**src/rtl/bk_subtractor_pipe.sv**
```systemverilog
// ----------------------------------------------------------------------------
// bk_subtractor_pipe
//   Two-stage pipelined, valid/ready handshaked subtractor computing
//   out_diff = in_a - in_b - borrow_in. Wide operands may be streamed
//   LS word first, one word per beat; the borrow between words is carried
//   internally. The arithmetic is done as a + ~b + cin with cin = ~borrow_in,
//   using a Brent-Kung prefix network: the up-sweep (borrow-independent group
//   terms) is computed before the stage-1 register, and the down-sweep plus
//   the final carry combine with cin is computed before the output register.
//
// Parameters
//   WIDTH       word width, power of two, 4..32
//
// Ports
//   clk, rst_n            clock, asynchronous active-low reset
//   in_valid/in_ready     operand beat handshake
//   in_a, in_b            minuend / subtrahend word
//   in_first, in_last     beat is LS / MS word of an operation
//   out_valid/out_ready   result beat handshake
//   out_diff              difference word
//   out_borrow            borrow out of this word (unsigned a < b so far)
//   out_zero              all result words of this operation so far are zero
//   out_ovf               signed overflow at this word's MSB
//   out_last              copy of in_last for this beat
//
// Optional feature (macro BK_SUB_CMP_EN)
//   Adds out_lt_u, out_lt_s, out_eq comparison flags, valid on last beats
//   only and 0 on non-last beats. Without the macro these ports do not exist.
// ----------------------------------------------------------------------------
module bk_subtractor_pipe #(
  parameter int WIDTH = 8
) (
  input  logic             clk,
  input  logic             rst_n,
  input  logic             in_valid,
  output logic             in_ready,
  input  logic [WIDTH-1:0] in_a,
  input  logic [WIDTH-1:0] in_b,
  input  logic             in_first,
  input  logic             in_last,
  output logic             out_valid,
  input  logic             out_ready,
  output logic [WIDTH-1:0] out_diff,
  output logic             out_borrow,
  output logic             out_zero,
  output logic             out_ovf,
  output logic             out_last
`ifdef BK_SUB_CMP_EN
  ,
  output logic             out_lt_u,
  output logic             out_lt_s,
  output logic             out_eq
`endif
);

  localparam int LOG = $clog2(WIDTH);

  // Up-sweep of the Brent-Kung tree. Returns {G, P}; odd-rooted nodes hold
  // group terms, untouched positions keep the bitwise generate/propagate.
  function automatic logic [2*WIDTH-1:0] up_sweep(input logic [WIDTH-1:0] g_in,
                                                  input logic [WIDTH-1:0] p_in);
    logic [WIDTH-1:0] g;
    logic [WIDTH-1:0] p;
    g = g_in;
    p = p_in;
    for (int l = 0; l < LOG; l++) begin
      for (int i = (2 << l) - 1; i < WIDTH; i += (2 << l)) begin
        g[i] = g[i] | (p[i] & g[i - (1 << l)]);
        p[i] = p[i] & p[i - (1 << l)];
      end
    end
    return {g, p};
  endfunction

  // Down-sweep: fills in the remaining positions so every bit i holds the
  // prefix (G, P) over bits [0..i].
  function automatic logic [2*WIDTH-1:0] down_sweep(input logic [WIDTH-1:0] g_in,
                                                    input logic [WIDTH-1:0] p_in);
    logic [WIDTH-1:0] g;
    logic [WIDTH-1:0] p;
    g = g_in;
    p = p_in;
    for (int l = LOG - 2; l >= 0; l--) begin
      for (int i = (3 << l) - 1; i < WIDTH; i += (2 << l)) begin
        g[i] = g[i] | (p[i] & g[i - (1 << l)]);
        p[i] = p[i] & p[i - (1 << l)];
      end
    end
    return {g, p};
  endfunction

  // Handshake / pipeline state
  logic             ready_en;
  logic             s1_valid;
  logic             s1_adv;
  logic             s2_adv;
  logic             move;

  // Stage-1 contents
  logic [WIDTH-1:0] s1_a;
  logic [WIDTH-1:0] s1_b;
  logic [WIDTH-1:0] s1_gg;
  logic [WIDTH-1:0] s1_gp;
  logic             s1_first;
  logic             s1_last;

  // Chain state between words of one operation
  logic             chain_borrow;
  logic             chain_zero;
  logic             chain_open;

  // Stage-2 next values
  logic [2*WIDTH-1:0] up_terms;
  logic [2*WIDTH-1:0] pre_terms;
  logic [WIDTH-1:0]   pg;
  logic [WIDTH-1:0]   pp;
  logic [WIDTH:0]     carry;
  logic               eff_first;
  logic               cin;
  logic [WIDTH-1:0]   diff_new;
  logic               borrow_new;
  logic               zero_new;
  logic               ovf_new;

  assign s2_adv   = !out_valid || out_ready;
  assign s1_adv   = !s1_valid || s2_adv;
  // ready_en keeps in_ready low while reset is asserted.
  assign in_ready = ready_en && s1_adv;
  assign move     = s1_valid && s2_adv;

  assign up_terms = up_sweep(in_a & ~in_b, in_a | ~in_b);

  // Stage-2 arithmetic: down-sweep, carry combine with cin, result flags.
  always_comb begin
    pre_terms = down_sweep(s1_gg, s1_gp);
    pg        = pre_terms[2*WIDTH-1:WIDTH];
    pp        = pre_terms[WIDTH-1:0];
    // A beat without an open chain (after a last beat or reset) starts fresh.
    eff_first = s1_first || !chain_open;
    cin       = eff_first || !chain_borrow;
    carry     = {(WIDTH + 1){1'b0}};
    carry[0]  = cin;
    for (int i = 0; i < WIDTH; i++) begin
      carry[i + 1] = pg[i] | (pp[i] & cin);
    end
    diff_new   = s1_a ^ ~s1_b ^ carry[WIDTH-1:0];
    borrow_new = !carry[WIDTH];
    zero_new   = (diff_new == {WIDTH{1'b0}}) && (eff_first || chain_zero);
    ovf_new    = (s1_a[WIDTH-1] ^ s1_b[WIDTH-1]) & (s1_a[WIDTH-1] ^ diff_new[WIDTH-1]);
  end

  // Input-ready enable: low during reset, high from the first edge after.
  always_ff @(posedge clk or negedge rst_n) begin
    if (!rst_n) begin
      ready_en <= 1'b0;
    end else begin
      ready_en <= 1'b1;
    end
  end

  // Stage 1: capture operands, flags and borrow-independent up-sweep terms.
  always_ff @(posedge clk or negedge rst_n) begin
    if (!rst_n) begin
      s1_valid <= 1'b0;
      s1_a     <= {WIDTH{1'b0}};
      s1_b     <= {WIDTH{1'b0}};
      s1_gg    <= {WIDTH{1'b0}};
      s1_gp    <= {WIDTH{1'b0}};
      s1_first <= 1'b0;
      s1_last  <= 1'b0;
    end else if (s1_adv) begin
      s1_valid <= in_valid && ready_en;
      if (in_valid && ready_en) begin
        s1_a     <= in_a;
        s1_b     <= in_b;
        s1_gg    <= up_terms[2*WIDTH-1:WIDTH];
        s1_gp    <= up_terms[WIDTH-1:0];
        s1_first <= in_first;
        s1_last  <= in_last;
      end
    end
  end

  // Stage 2 (output register); holds all outputs while stalled.
  always_ff @(posedge clk or negedge rst_n) begin
    if (!rst_n) begin
      out_valid  <= 1'b0;
      out_diff   <= {WIDTH{1'b0}};
      out_borrow <= 1'b0;
      out_zero   <= 1'b0;
      out_ovf    <= 1'b0;
      out_last   <= 1'b0;
`ifdef BK_SUB_CMP_EN
      out_lt_u   <= 1'b0;
      out_lt_s   <= 1'b0;
      out_eq     <= 1'b0;
`endif
    end else if (s2_adv) begin
      out_valid <= s1_valid;
      if (s1_valid) begin
        out_diff   <= diff_new;
        out_borrow <= borrow_new;
        out_zero   <= zero_new;
        out_ovf    <= ovf_new;
        out_last   <= s1_last;
`ifdef BK_SUB_CMP_EN
        out_lt_u   <= s1_last & borrow_new;
        out_lt_s   <= s1_last & (diff_new[WIDTH-1] ^ ovf_new);
        out_eq     <= s1_last & zero_new;
`endif
      end
    end
  end

  // Chain registers advance only when a beat moves into the output stage.
  always_ff @(posedge clk or negedge rst_n) begin
    if (!rst_n) begin
      chain_borrow <= 1'b0;
      chain_zero   <= 1'b0;
      chain_open   <= 1'b0;
    end else if (move) begin
      if (s1_last) begin
        chain_borrow <= 1'b0;
        chain_zero   <= 1'b0;
        chain_open   <= 1'b0;
      end else begin
        chain_borrow <= borrow_new;
        chain_zero   <= zero_new;
        chain_open   <= 1'b1;
      end
    end
  end

endmodule
```
**config.mk**
```make
export PLATFORM = sky130hd
export DESIGN_NAME = bk_subtractor_pipe
export DESIGN_NICKNAME = d
export VERILOG_FILES = /design/src/rtl/bk_subtractor_pipe.sv
export SDC_FILE = /design/constraint.sdc
export NUM_CORES = 1
export LEC_CHECK = 0
export ABC_AREA = 1
export CORE_MARGIN = 3
export CORE_UTILIZATION = 54
export DETAILED_ROUTE_END_ITERATION = 16
export GPL_TIMING_DRIVEN = 0
export PLACE_DENSITY = 0.88
export SKIP_LAST_GASP = 1
export SLEW_MARGIN = 20
export SYNTH_ARGS = -nofsm -noshare
export SYNTH_HDL_FRONTEND = slang
export SYNTH_SLANG_ARGS = --single-unit
```
**constraint.sdc**
```tcl
create_clock -name clk -period 1.45 [get_ports clk]
set_clock_uncertainty 0.05 [all_clocks]
set_input_delay 0.2175 -clock clk [delete_from_list [all_inputs] [get_ports clk]]
set_output_delay 0.2175 -clock clk [all_outputs]
set_load 0.005 [all_outputs]
```
Word level (Yosys, flattened, before mapping) --
Index checks and enable logic that the tools add are counted.
Word-level totals: register bits after elaboration 52, bits in latches 0, RAM bits 0, memory bits (read-only) 0, input bits 22, output and inout port bits 14, logic and storage cells 95, memories kept 0
Cells by class: add/sub/neg operators 0, multiply operators 0, div/mod/pow operators 0, order comparisons 0, eq/ne operators 0, shift operators 0, muxes and demuxes 3, bitwise operators 58, reduce and logical (&&, ||, !) cells 17
Operators with widths (number):
- $and A1 B1 Y1 | 31
- $or A1 B1 Y1 | 19
- $not A8 Y8 | 2
- $xor A8 B8 Y8 | 2
- $and A8 B8 Y8 | 1
- $logic_not A8 Y1 | 1
- $or A8 B8 Y8 | 1
- $logic_not A1 Y1 | 5
- $logic_or A1 B1 Y1 | 5
- $logic_and A1 B1 Y1 | 4
- $reduce_and A2 Y1 | 2
- $mux W1 | 3
- $xor A1 B1 Y1 | 2

Depth between registers and ports, before layout --
Gate-level depths: netlist of the first run.
word-level depth 9, depth in mapped cells 10, gate-level depth less buffers 10

Worst setup path after synthesis of the first run --
Ideal clock, no wire load.
kind register to register, from register out_valid, to register s1_gp[7], setup time 76 ps, arrival time 1136 ps, data required time 1324 ps, path slack 188 ps, stages on the path, launching flop included 7, path buffers 0, clock period less this slack 1262 ps, path through dfrtp_1 nand3_1 nand2_1 inv_2 o211ai_1 or2_1 o21ai_1
On the way: longest elaborated chain between the ends 4
Ends and longest elaborated chain:
- start, declared | RTL line 41 | output logic out_valid,
- start signal, assigned | RTL line 199 | out_valid <= s1_valid;
- $logic_not A1 Y1 | RTL line 125 | assign s2_adv = !out_valid || out_ready;
- $logic_or A1 B1 Y1 | RTL line 125
- $logic_or A1 B1 Y1 | RTL line 126 | assign s1_adv = !s1_valid || s2_adv;
- $reduce_and A2 Y1 (no source line)
- end signal, assigned | RTL line 168 | s1_gp <= {WIDTH{1'b0}};
- end signal, assigned | RTL line 177 | s1_gp <= up_terms[WIDTH-1:0];
- end, declared | RTL line 103 | logic [WIDTH-1:0] s1_gp;
Every way passes these cells. A chain may end at the register's enable or synchronous reset.

Final worst setup path of the first run --
from register s1_first, to register chain_zero
On the way: longest elaborated chain between the ends 8
Ends and longest elaborated chain:
- start, declared | RTL line 104 | logic s1_first;
- start signal, assigned | RTL line 178 | s1_first <= in_first;
- $logic_or A1 B1 Y1 (*) | RTL line 139 | eff_first = s1_first || !chain_open;
- $logic_or A1 B1 Y1 | RTL line 140 | cin = eff_first || !chain_borrow;
- $and A1 B1 Y1 | RTL line 144 | carry[i + 1] = pg[i] | (pp[i] & cin);
- $or A1 B1 Y1 | RTL line 144
- $xor A8 B8 Y8 | RTL line 146 | diff_new = s1_a ^ ~s1_b ^ carry[WIDTH-1:0];
- $logic_not A8 Y1 | RTL line 148 | zero_new = (diff_new == {WIDTH{1'b0}}) && (eff_first || chain_zero);
- $logic_and A1 B1 Y1 (*) | RTL line 148
- $mux W1 (*) | RTL line 222 | if (s1_last) begin
- end signal, assigned | RTL line 228 | chain_zero <= zero_new;
- end, declared | RTL line 109 | logic chain_zero;
Mark *: on every way between the ends. The rest lies on a longest branch, timed or not.

==> impl_metrics.csv, run 1 <==
group,metric,value,unit
cells_and_area,fin_util,73.46,%
critical_path,worstPathMaxFanout,5,
clock_network,clkLatencyLatePin,0.30,ns
critical_path,cp-end-kind,"flop",
timing,slew_violations,0,
yosys,yosysSeqAreaShare,52.39,%
power,vdd_drop_max,0.0005698,V
yosys,ys.flop_type,"dfrtp_1",
yosys,synth-seq-cells,52,
cells_and_area,final_nets,407,
timing,min_period,1.499,ns
timing,final-hold-violation-count,0,
min_path,hold_path.class,"input pin to flop",
die,dieArea,0.005449,mm^2
cells_and_area,layout_commonest_cell,"nand2_1",
power,leakage,1.706,nW
grt,grt_pass1_vias,2051,
yosys,yosys.area.top_type,"dfrtp_1",
yosys,async_flop_share,100.0,%
critical_path,cp-start-kind,"flop",
critical_path,cp.arrival,1.68,ns
drt,wl_per_cell,13.78,um
critical_path,worst_ep_required_time,1.63,ns
cells_and_area,drive_gt1_share,15.32,%
drt,wl,6024,um
cells_and_area,n_antenna_cell,0,
yosys,synthCells,327,
drt,drt_first_iter_violations,163,
run_status,violations,"negative setup slack",
die,start_util,56.65,%
clock_network,clockRootBuffer,"clkbuf_8",
grt,overflow,0,
timing,rsz0062_at_grt,"true",
grt,grtUsageTotal,22.63,%
yosys,yosysWarnings,0,
die,die_w,73.82,um
placed_design,placed_area,0.002897,mm^2
yosys,avgSynthCellArea,7.595,um^2
run_status,outcome,"finished, violations left",
timing,setup_total_negative_slack,-0.09411,ns
cells_and_area,fillers,335,
grt,antenna_found_initial,0,
clock_network,cts_sinks,52,
die,rows,24,
yosys,synth_fp_nets,349,
drt,avgViaCountPerCell,5.201,
placed_design,gp_congestion,0.8271,
cells_and_area,final_area,0.003221,mm^2
min_path,hold_depth,3,
timing,max_freq,0.6673,GHz
clock_network,cts_tree,"done",
power,totalPowerFinal,4.009,mW
placed_design,placed_cells,414,
die,io_pins,36,
timing,fin_ws,-0.04857,ns
timing,post-route-period-util,103.3,%
timing,setup_violations,2,
drt,post-route-drc-count,0,
cells_and_area,mostFrequentLayoutCells,"nand2_1 (107), dfrtp_1 (50), inv_1 (44)",
grt,grt_max_degree,53,
yosys,synth_edf_count,0,
clock_network,clockBufferDepth,2,
grt,grt_pass1_wl,9273,um
clock_network,clk_pin_slew_worst_paths,0.09,ns
placed_design,port_buffers,35,
clock_network,ctsHtreeMaxLevel,2,
yosys,synth_area,0.002484,mm^2
drt,antenna_left,0,
timing,timing.hold.ws,0.4225,ns
critical_path,path_class,"flop to flop",
yosys,netlist.area_leader.share,52.39,%
drt,dr.pass1.iters,5,
placed_design,hpwlAfterDp,3915,um
drt,routed-via-count,2273,
yosys,synthTopCellsByArea,"dfrtp_1 (52%), nand2_1 (17%), inv_1 (6.8%)",
clock_network,cts_buffers,5,
yosys,ys_types,22,
run,cap_violations,0,
power,p_per_area,1245,mW/mm^2
placed_design,pre_cts_ws,-0.4659,ns
die,core,0.004384,mm^2
cells_and_area,syn_to_final_growth,29.67,%
critical_path,rr_worst_depth,9,
cells_and_area,layout.cells.non_filler,437,
timing,worst_pin_slew,0.6414,ns
die,fp.dieH,73.82,um
timing,slew_headroom,57.24,%
==> critical path: stages (launching register included) <==
cell     delay, ns
dfrtp_1       0.38
inv_2         0.12
nand3_4       0.14
nand2_2       0.10
nand3_1       0.10
nand2_2       0.11
nand2_1       0.09
nor2_4        0.10
nand3_2       0.09
a21oi_2       0.14
==> synth_stat cells (all sizes together) (2+ instances only) <==
| library cell | instances |
|---|---|
| xnor2 | 2 |
| dfrtp | 52 |
| o211ai | 2 |
| a21oi | 10 |
| clkbuf | 4 |
| buf | 4 |
| nand3 | 14 |
| a31oi | 9 |
| inv | 46 |
| o21ai | 33 |
| nor2 | 29 |
| nand2 | 117 |
==> registers in the layout, summed over array words and instances, names as in the netlist <==
name,cells
s1_last,1
chain_open,1
chain_borrow,1
out_last,1
out_ovf,1
s1_a,8
chain_zero,1
s1_gp,8
ready_en,1
s1_b,8
out_valid,1
out_borrow,1
out_zero,1
out_diff,8
s1_gg,8
s1_first,1
s1_valid,1
==> power breakdown <==
group | switching (mW) | internal [mW] | leakage [nW]
combinational | 0.681 | 0.612 | 1.04
clock | 0.469 | 0.328 | 0.0400
sequential | 0.200 | 1.72 | 0.629
==> layer usage <==
metal / track usage, % / part of all wire (%) / routed length (um)
met1: 28.72 / 42 / 2543
met3: 4.241 / 5.9 / 358
met5: 0 / 0 / 0
met2: 38.58 / 51 / 3049
met4: 7.646 / 1.2 / 72
==> area by class of cell <==
class                   count  area (um^2)  area share, %
repair buffers             50        475.5          14.76
inverters                  47        181.4          5.633
plain buffers               8        50.05          1.554
flip-flops and latches     52         1304          40.48
clock inverters             2        12.51         0.3885
multi-input cells         221         1064          33.02
well taps                  52        65.06          2.020
clock buffers               5        68.82          2.137
==> cell families (layout without fill, tap and decap cells) <==
logic type	after synthesis	in the layout	share of synthesized area, %
DFF	52	52	52.39
and+or+nand+nor	161	162	26.05
xor gates and xnor gates	3	3	1.058
AOI/OAI and AO/OA	55	55	11.84
other	1	1	0.1510
buffers and inverters	55	112	8.513
==> what timing repair did <==
action | 4_1_cts | 5_1_grt
pin swaps | 0 | 8
resized for setup | 18 | 38
endpoints found under the hold margin | 52 | 0
cloned | 1 | 0
endpoints found under the setup margin | 28 | 49
buffers inserted | 3 | 11
hold buffers | 1 | 0
==> final timing paths <==
path	from	to	slack, ns
min in group asynchronous	rst_n	out_zero	0.43
worst min register to register	out_last	out_last	0.45
worst max register to register	s1_first	chain_zero	-0.05
worst min-delay path	in_last	s1_last	0.42
max in group asynchronous	rst_n	chain_borrow	0.46
worst max-delay path	s1_first	chain_zero	-0.05
Note: power is estimated with default switching activity, not from simulation.
==> inputs of run 2 (changes only) <==
- SKIP_CTS_REPAIR_TIMING: default -> 1
- clock period: 1.45 -> 1.6 ns (I/O delays scaled with it)
==> impl_metrics.csv, run 2 (synthesized netlist as in run 1, its figures left out) <==
group,metric,value,unit
run_status,outcome,"finished, final reports clean",
drt,antenna_left,0,
drt,drt_first_iter_violations,200,
grt,overflow,0,
grt,antenna_found_initial,0,
critical_path,cp-end-kind,"flop",
drt,post-route-drc-count,0,
die,dieArea,0.005449,mm^2
critical_path,cp-start-kind,"flop",
grt,grt_max_degree,53,
placed_design,port_buffers,35,
die,rows,24,
cells_and_area,drive_gt1_share,7.200,%
cells_and_area,layout_commonest_cell,"nand2_1",
critical_path,worstSetupStartpoint,"chain_open",
drt,dr.pass1.iters,4,
critical_path,worstPathMaxFanout,4,
clock_network,ctsHtreeMaxLevel,2,
critical_path,cp_cell_sequence,"nand3_2 -> nand3_1 -> nand2_1 -> nand2_1 -> nand2_1 -> nor2_1 -> nand3_1 -> a21oi_1",
clock_network,clkLatencyLatePin,0.30,ns
critical_path,r2r-end,"chain_zero",
critical_path,worst_ep_required_time,1.77,ns
drt,wl_per_cell,13.02,um
cells_and_area,n_antenna_cell,0,
run,cap_violations,0,
die,core,0.004384,mm^2
cells_and_area,final_nets,397,
die,fp.dieH,73.82,um
critical_path,r2r_start,"chain_open",
critical_path,rr_worst_depth,8,
clock_network,cts_buffers,5,
die,start_util,56.65,%
timing,slew_headroom,57.74,%
timing,max_freq,0.6618,GHz
timing,setup_violations,0,
drt,avgViaCountPerCell,5.112,
clock_network,cts_sinks,52,
timing,slew_violations,0,
critical_path,crit_slowest_cell,"dfrtp_1",
clock_network,clockBufferDepth,2,
grt,grtUsageTotal,21.82,%
clock_network,clockRootBuffer,"clkbuf_8",
timing,timing.hold.ws,0.4389,ns
grt,grt_pass1_vias,1996,
timing,worst_pin_slew,0.6339,ns
min_path,hold_end,"out_borrow",
power,vdd_drop_max,0.0005471,V
critical_path,crit_top_cell,"nand2_1",
critical_path,path_class,"flop to flop",
cells_and_area,mostFrequentLayoutCells,"nand2_1 (115), dfrtp_1 (52), inv_1 (44)",
power,totalPowerFinal,3.467,mW
placed_design,gp_congestion,0.8271,
critical_path,slowest_delay,0.48,ns
min_path,hold_path.class,"flop to flop",
die,die_w,73.82,um
min_path,hold_depth,2,
drt,wl,5559,um
clock_network,cts_tree,"done",
clock_network,clk_pin_slew_worst_paths,0.09,ns
critical_path,r2r_slack,0.09,ns
min_path,holdCritStartpoint,"out_borrow",
power,p_per_area,1139,mW/mm^2
grt,grt_pass1_wl,8976,um
die,io_pins,36,
drt,routed-via-count,2183,
placed_design,hpwlAfterDp,3915,um
timing,post-route-period-util,94.44,%
cells_and_area,syn_to_final_growth,22.57,%
timing,final-hold-violation-count,0,
critical_path,cp.arrival,1.68,ns
cells_and_area,fin_util,69.43,%
power,leakage,1.581,nW
timing,min_period,1.511,ns
run 2: cell types whose count changed in the layout (fill, tap and decap cells not counted), sizes merged:
cell           delta
buf              -11
clkdlybuf4s50    +10
clkinvlp          +1
dlygate4sd2       -3
dlymetal6s2s      -6
inv               -1
run 2: power by group:
part	internal (mW)	leakage, nW	switching (mW)	total (mW)
sequential	1.56	0.632	0.175	1.73
combinational	0.486	0.909	0.530	1.02
clock	0.297	0.0400	0.422	0.720
total	2.34	1.58	1.13	3.47
run 2: how the worst max path moves through the flow:
stage | end | slack (ns) | cells after the start
after floorplan | s1_gp[7] | 0.34 | 6
after global placement | s1_gg[1] | -1.22 | 1
after detailed placement | s1_b[1] | -0.34 | 7
after CTS | in_ready | -0.15 | 6
after global routing | out_zero | -0.005 | 8
final | chain_zero | 0.09 | 8
run 2: area by class of cell:
class | instances | area (um^2)
Buffer | 8 | 40.04
Fill cell | 363 | 1340
Inverter | 47 | 180.2
Timing Repair Buffer | 40 | 390.4
Multi-Input combinational cell | 221 | 985.9
Clock buffer | 5 | 68.82
Tap cell | 52 | 65.06
Sequential cell | 52 | 1301
Clock inverter | 2 | 12.51
run 2: layer usage:
| layer | share of wire (%) | track usage (%) | vias up |
|---|---|---|---|
| li1 | - | - | 1111 |
| met4 | 1.1 | 7.042 | 0 |
| met3 | 6.6 | 4.104 | 6 |
| met2 | 49 | 36.71 | 69 |
| met1 | 43 | 28.28 | 997 |
| met5 | 0 | 0 | - |
run 2: metrics by stage:
| step | setup WS, ns | instance area, um^2 | setup TNS (ns) | instances |
|---|---|---|---|---|
| 4_1_cts | -0.1533 | 2978 | -0.1720 | 421 |
| 5_1_grt | -0.005209 | 3044 | -0.008029 | 427 |
| 6_report | 0.08898 | 3044 | 0 | 427 |
| 2_1_floorplan | 0.3378 | 2484 | 0 | 327 |
| 3_3_place_gp | -1.219 | 2899 | -70.11 | 414 |
| 3_5_place_dp | -0.3384 | 2897 | -8.685 | 414 |
run 2: critical path: cells and delay by family, from the launching register on:
| kind | cells | cell delay [ns] |
|---|---|---|
| AOI/OAI and AO/OA | 1 | 0.16 |
| DFF | 1 | 0.48 |
| and+or+nand+nor | 7 | 0.73 |
